--- config.mk ---
export PLATFORM = sky130hd
export DESIGN_NAME = dmem_access_ctrl
export DESIGN_NICKNAME = d
export VERILOG_FILES = /design/src/rtl/dmem_ctrl_pkg.sv /design/src/rtl/dmem_wait_counter.sv /design/src/rtl/dmem_access_ctrl.sv
export SDC_FILE = /design/constraint.sdc
export NUM_CORES = 1
export LEC_CHECK = 0
export BUFFER_PORTS_ARGS = -buffer_cell sky130_fd_sc_hd__buf_2
export CAP_MARGIN = 10
export CORE_AREA = 2 2 39 41
export CTS_BUF_LIST = sky130_fd_sc_hd__clkbuf_8
export DETAILED_ROUTE_END_ITERATION = 8
export DIE_AREA = 0 0 41 43
export PLACE_DENSITY = 0.71
export SYNTH_ARGS = -nofsm -noshare
export SYNTH_HDL_FRONTEND = slang
export SYNTH_SLANG_ARGS = --single-unit
export TNS_END_PERCENT = 5
--- constraint.sdc ---
create_clock -name clk -period 2.5 [get_ports clk]
set_clock_uncertainty 0.15 [all_clocks]
set_input_delay 0.375 -clock clk [delete_from_list [all_inputs] [get_ports clk]]
set_output_delay 0.375 -clock clk [all_outputs]
set_load 0.02 [all_outputs]
--- src/rtl/dmem_ctrl_pkg.sv ---
// Shared types and constants for the MEM-stage data-memory access controller.
package dmem_ctrl_pkg;
  typedef enum logic [1:0] {IDLE, WAIT, LAST} dmem_state_t;
  localparam int CNT_W = 4;
  localparam logic [15:0] STALL_CNT_MAX = 16'hFFFF;
endpackage

--- src/rtl/dmem_wait_counter.sv ---
// Loadable down-counter tracking the remaining wait-state cycles of an access.
module dmem_wait_counter
  import dmem_ctrl_pkg::*;
(
  input  logic             clk,
  input  logic             reset,
  input  logic             load,
  input  logic [CNT_W-1:0] load_val,
  input  logic             dec,
  output logic             zero
);

  logic [CNT_W-1:0] cnt;

  always_ff @(posedge clk or posedge reset) begin
    if (reset) begin
      cnt <= '0;
    end else if (load) begin
      cnt <= load_val;
    end else if (dec && (cnt != '0)) begin
      cnt <= cnt - CNT_W'(1);
    end
  end

  // While decrementing, zero flags the count that this cycle's decrement exhausts.
  assign zero = dec ? (cnt == CNT_W'(1)) : (cnt == '0);

endmodule

--- src/rtl/dmem_access_ctrl.sv ---
// Sequences one fixed-latency data-memory access per MEM-stage instruction,
// stalling the pipeline through the wait states and holding store data/forwarding.
module dmem_access_ctrl
  import dmem_ctrl_pkg::*;
#(
  parameter int DW      = 8,
  parameter int REG_AW  = 3,
  parameter int MEM_LAT = 1
) (
  input  logic              clk,
  input  logic              reset,
  input  logic              exmem_valid,
  input  logic              exmem_mem_read,
  input  logic              exmem_mem_write,
  input  logic [REG_AW-1:0] exmem_rs,
  input  logic              memwb_reg_write,
  input  logic [REG_AW-1:0] memwb_rd,
  input  logic [DW-1:0]     mux_data,
  output logic              fwd_sel,
  output logic              dmem_en,
  output logic              dmem_we,
  output logic [DW-1:0]     dmem_wdata,
  output logic              pipe_stall,
  output logic              load_done,
  output logic              proto_err,
  output logic [15:0]       stall_count,
  output dmem_state_t       state
);

  localparam logic [CNT_W-1:0] LOAD_VAL = CNT_W'((MEM_LAT > 1) ? MEM_LAT - 2 : 0);

  dmem_state_t   state_q, state_next;
  logic          req, conflict, fwd_now;
  logic          cnt_load, cnt_dec, cnt_zero;
  logic          fwd_q, we_q;
  logic [DW-1:0] wdata_q;
  logic          fwd_c, en_c, we_c, stall_c, done_c;
  logic [DW-1:0] wdata_c;

  assign req      = exmem_valid & (exmem_mem_read ^ exmem_mem_write);
  assign conflict = exmem_valid & exmem_mem_read & exmem_mem_write;
  assign fwd_now  = exmem_mem_write & memwb_reg_write & (memwb_rd == exmem_rs);

  dmem_wait_counter u_wait_counter (
    .clk      (clk),
    .reset    (reset),
    .load     (cnt_load),
    .load_val (LOAD_VAL),
    .dec      (cnt_dec),
    .zero     (cnt_zero)
  );

  always_ff @(posedge clk or posedge reset) begin
    if (reset) begin
      state_q <= IDLE;
    end else begin
      state_q <= state_next;
    end
  end

  always_comb begin
    state_next = state_q;
    fwd_c      = 1'b0;
    en_c       = 1'b0;
    we_c       = 1'b0;
    wdata_c    = '0;
    stall_c    = 1'b0;
    done_c     = 1'b0;
    cnt_load   = 1'b0;
    cnt_dec    = 1'b0;
    case (state_q)
      IDLE: begin
        fwd_c = fwd_now;
        if (req) begin
          en_c     = 1'b1;
          we_c     = exmem_mem_write;
          wdata_c  = mux_data;
          cnt_load = 1'b1;
          if (MEM_LAT == 1) begin
            done_c = exmem_mem_read;
          end else begin
            stall_c    = 1'b1;
            state_next = (MEM_LAT == 2) ? LAST : WAIT;
          end
        end
      end
      WAIT: begin
        fwd_c   = fwd_q;
        en_c    = 1'b1;
        we_c    = we_q;
        wdata_c = wdata_q;
        stall_c = 1'b1;
        cnt_dec = 1'b1;
        if (cnt_zero) state_next = LAST;
      end
      LAST: begin
        fwd_c      = fwd_q;
        en_c       = 1'b1;
        we_c       = we_q;
        wdata_c    = wdata_q;
        done_c     = ~we_q;
        state_next = IDLE;
      end
      default: state_next = IDLE;
    endcase
  end

  // Outputs are forced low while reset is held, even if a request is still presented.
  assign fwd_sel    = fwd_c & ~reset;
  assign dmem_en    = en_c & ~reset;
  assign dmem_we    = we_c & ~reset;
  assign dmem_wdata = reset ? '0 : wdata_c;
  assign pipe_stall = stall_c & ~reset;
  assign load_done  = done_c & ~reset;
  assign state      = state_q;

  always_ff @(posedge clk or posedge reset) begin
    if (reset) begin
      wdata_q     <= '0;
      fwd_q       <= 1'b0;
      we_q        <= 1'b0;
      proto_err   <= 1'b0;
      stall_count <= '0;
    end else begin
      if ((state_q == IDLE) && req) begin
        wdata_q <= mux_data;
        fwd_q   <= fwd_now;
        we_q    <= exmem_mem_write;
      end
      if (conflict) proto_err <= 1'b1;
      if (stall_c && (stall_count != STALL_CNT_MAX)) stall_count <= stall_count + 16'd1;
    end
  end

endmodule

=== After elaboration in Yosys (flattened, before gate mapping) ===
Cells that the tools add are included.
Widths: inputs -> output; s select.

* Bits in registers: 33
* Bits in latches: 0
* Bits in writable memories: 0
* Bits in read-only memories: 0
* Input port bits: 20
* Logic and storage cells: 55
* Memories: 0

* Add/sub/neg operators: 2
* Multiply operators: 0
* Div/mod/pow operators: 0
* $lt $le $gt $ge: 0
* Eq/ne operators: 6
* Shifts and indexed selects: 0
* Multiplexer cells: 17
* Bitwise gates (word level): 14
* Reductions and logical operators: 9

{| class="wikitable"
|+ Operators with widths
! cell !! count
|-
| $add 16x1->16 const B || 1
|-
| $mux 8 || 2
|-
| $ne 16x16->1 const B || 1
|-
| $pmux 8 s2 || 1
|-
| $and 1x1->1 || 10
|-
| $mux 4 || 2
|-
| $pmux 1 s2 || 4
|-
| $mux 1 || 6
|-
| $eq 4x1->1 const B || 1
|-
| $logic_not 4->1 || 1
|-
| $pmux 2 s2 || 1
|-
| $reduce_bool 4->1 || 1
|-
| $sub 4x1->4 const B || 1
|-
| $eq 3x3->1 || 1
|-
| $logic_and 1x1->1 || 3
|-
| $not 1->1 || 3
|-
| $eq 2x1->1 const B || 1
|-
| $eq 2x2->1 const B || 1
|-
| $logic_not 2->1 || 1
|-
| $mux 2 || 1
|-
| $ne 2x2->1 const B || 1
|-
| $reduce_and 2->1 || 1
|-
| $reduce_bool 2->1 || 1
|-
| $reduce_or 2->1 || 1
|-
| $xor 1x1->1 || 1
|}

=== Depth between registers and ports, before layout ===
* Depth in word-level cells: 5
* Depth in mapped cells: 3
* Depth with buffers taken out: 2

=== Least setup slack after synthesis ===
Ideal clock, no wire load.

* Path type: input port to output port
* From: input port exmem_rs[0]
* To: output port fwd_sel
* Data arrival time: 1.241 ns
* Data required time: 1.975 ns
* Slack: 0.734 ns
* Cell stages on the path: 2
* Cell sequence: xor2_1 > nor4_1

* Word-level cells in the longest chain between the ends: 4

{| class="wikitable"
|+ Ends and longest elaborated chain
! item !! RTL line !! text
|-
| start, declared || dmem_access_ctrl.sv:15 || <nowiki>input logic [REG_AW-1:0] exmem_rs,</nowiki>
|-
| $eq 3x3->1 || dmem_access_ctrl.sv:42 || <nowiki>assign fwd_now = exmem_mem_write & memwb_reg_write & (memwb_rd == exmem_rs);</nowiki>
|-
| $and 1x1->1 || dmem_access_ctrl.sv:42 ||
|-
| $pmux 1 s2 || dmem_access_ctrl.sv:71 || <nowiki>case (state_q)</nowiki>
|-
| $and 1x1->1 || dmem_access_ctrl.sv:109 || <nowiki>assign fwd_sel = fwd_c & ~reset;</nowiki>
|-
| end, declared || dmem_access_ctrl.sv:19 || <nowiki>output logic fwd_sel,</nowiki>
|}

Every way passes these cells.

=== Worst setup path after layout ===
* From: input port reset
* To: output port dmem_we

* Word-level cells in the longest chain between the ends: 2

{| class="wikitable"
|+ Ends and longest elaborated chain
! item !! RTL line !! text
|-
| start, declared || dmem_access_ctrl.sv:11 || <nowiki>input logic reset,</nowiki>
|-
| $not 1->1 || dmem_access_ctrl.sv:111 || <nowiki>assign dmem_we = we_c & ~reset;</nowiki>
|-
| $and 1x1->1 || dmem_access_ctrl.sv:111 ||
|-
| end, declared || dmem_access_ctrl.sv:21 || <nowiki>output logic dmem_we,</nowiki>
|}

Every way passes these cells.

==> reports/results.tsv <==
metric	value	unit
total grt overflow	0	
Final nets	94	
Req. time, crit path	1980	ps
Seq pwr share	18.0	%
1st-iter DRT viols	0	
cell chain of the critical path	buf_2 > nand2b_1 > nor3b_1 > buf_2	
Reg-to-Reg End	proto_err	
Starting Density	23.9	%
synthesized area	330	um^2
DRC	0	
largest net degree at the start of global routing	12	
Switching Share	56.3	%
GRT Resource Usage Total	7.62	%
worst skew pair latency	0	ps
Clock power frac	0	%
dpl hpwl	652	um
CP startpoint kind	primary input	
R2R setup slack	1670	ps
max FFs per register	1	
number of distinct library cells after synthesis	13	
Vias per Instance	3.84	
Crit. Startpoint	reset	
sequential share of the synthesized area	7.58	%
total wire length	714	um
Comb power frac	82.0	%
post-DR wirelength/cell	8.11	um
Avg Inst Size Synth	7.86	um^2
CP Capture Type	output pin	
initial antenna violation count	0	
Worst path most repeated cell	buf_2	
number of global-route vias before repair	261	
Port Buffers	32	
routability cong.	0.593	
setup tns final	0	ps
Final Setup Violations	0	
CTS Hold Bufs	0	
Yosys reg bits	1	
placement-stage cell area	430	um^2
Yosys warnings	0	
layout cells sized above 1	47.2	%
Top Family by Delay on Critical Path	simple AND/OR/NAND/NOR gates	
Int Power	40.1	uW
post-synthesis cell count	42	
worst stage delay on the critical path	300	ps
Final Non-Filler Cells	88	
Power Density	213	mW/mm^2
final period utilization	70.2	%
IO Count	52	
Worst-path clk slew	0	ps
CP Max Fanout	11	
ant diodes	0	
CTS resizes	0	
Setup CP Type	in -> out	
Tmin final	1750	ps
via count	338	
Placement Rows	14	
Leak Pwr	0.000257	uW
CP Buf/Inv Count	2	
Final Hold Slack	78.4	ps
NetSw	51.7	uW
Post-CTS Setup Inserts	0	
Die Area	0.00176	mm^2
Max-Cap Viols	0	
Layout area overhead	30.3	%
first-pass GRT wire length	972	um
post-route ant nets	0	
Die Y	43	um
Hold Fails Final Rpt	0	
Design Area, Final	430	um^2
core area	0.00138	mm^2
Crit Reg-Reg Startpoint	proto_err	
RSZ-0062 raised after global routing	no	
Levels on crit path	4	
post-placement cell count	88	
cell count of the worst reg-to-reg path	1	
die span in x	41	um
DRT Pass-1 Iters	1	
worst endpoint data arrival time	1230	ps
status	finished, final reports clean	
Largest Register	proto_err	
FMAX	570	MHz
crit path capture	dmem_we	
Final Max Slew Viols	0	
worst hold path type	in -> async	
highest-delay cell along the critical path	nand2b_1	
Largest regs	proto_err: 1 flops	
worst vdd ir	0.0750	mV
## cells in the mapped netlist, drive strengths merged
| master | n | area, um^2 |
|---|---|---|
| xor2 | 3 | 26.3 |
| inv | 1 | 3.75 |
| dfrtp | 1 | 25.0 |
| nor2 | 1 | 3.75 |
| nor4 | 1 | 6.26 |
| buf | 20 | 148 |
| a31o | 1 | 8.76 |
| nor3b | 10 | 75.1 |
| nand2b | 1 | 6.26 |
| conb | 1 | 3.75 |
| xnor2 | 1 | 16.3 |
| nand3b | 1 | 7.51 |
## layer usage
metal / up-vias / part of all wire (%) / GRT usage (%)
li1: 160 / - / -
met1: 143 / 30 / 6.73
met2: 35 / 49 / 17.2
met5: - / 0 / 0
met3: 0 / 21 / 0
met4: 0 / 0 / 0
## cells in the final DEF, fill, tap and decap left out
master	count
nand2b_1	1
inv_1	1
nor3b_1	10
conb_1	19
xor2_1	3
dfrtp_1	1
buf_2	32
a31o_2	1
nor2_1	1
xnor2_2	1
nand3b_1	1
nor4_1	1
## worst min-delay path by stage
| stage | startpoint | end | slack (ps) | depth (start not counted) |
|---|---|---|---|---|
| final | reset | proto_err | 80 | 2 |
| after global routing | reset | proto_err | 100 | 2 |
| after CTS | reset | proto_err | 80 | 2 |
| after detailed placement | reset | proto_err | 80 | 2 |
| after global placement | reset | proto_err | 80 | 2 |
| after floorplan | reset | proto_err | -50 | 1 |
## power by group through the flow
stage | clock network, uW | registers, uW | logic (uW)
2_1_floorplan | 0 | 16.6 | 73.3
3_3_place_gp | 0 | 16.5 | 74.3
3_5_place_dp | 0 | 16.5 | 75.4
4_1_cts | 0 | 16.5 | 75.6
5_1_grt | 0 | 16.6 | 83.7
6_report | 0 | 16.5 | 75.2
## layout make-up
type | count | area (um^2)
Multi-Input combinational cell | 38 | 221
Timing Repair Buffer | 32 | 160
Tap cell | 16 | 20.0
Inverter | 1 | 3.75
Fill cell | 155 | 953
Sequential cell | 1 | 25.0
## stage by stage
stage / util [%] / setup WS [ps] / power, uW
2_1_floorplan: - / 734 / 89.9
3_3_place_gp: 31.1 / 759 / 90.8
3_5_place_dp: 31.1 / 726 / 92.0
4_1_cts: 31.1 / 721 / 92.2
5_1_grt: 31.1 / 597 / 100
6_report: 31.1 / 745 / 91.8
## kinds of logic (layout without fill, tap and decap cells)
| group | Yosys count | in the layout | synth area share, % |
|---|---|---|---|
| XOR/XNOR | 4 | 4 | 12.9 |
| AO/OA/AOI/OAI | 1 | 1 | 2.65 |
| other | 1 | 19 | 1.14 |
| flip-flops | 1 | 1 | 7.57 |
| AND/OR/NAND/NOR | 14 | 14 | 29.9 |
| buffers and inverters | 21 | 33 | 45.8 |
No activity file was read; power rests on OpenSTA's default activity.
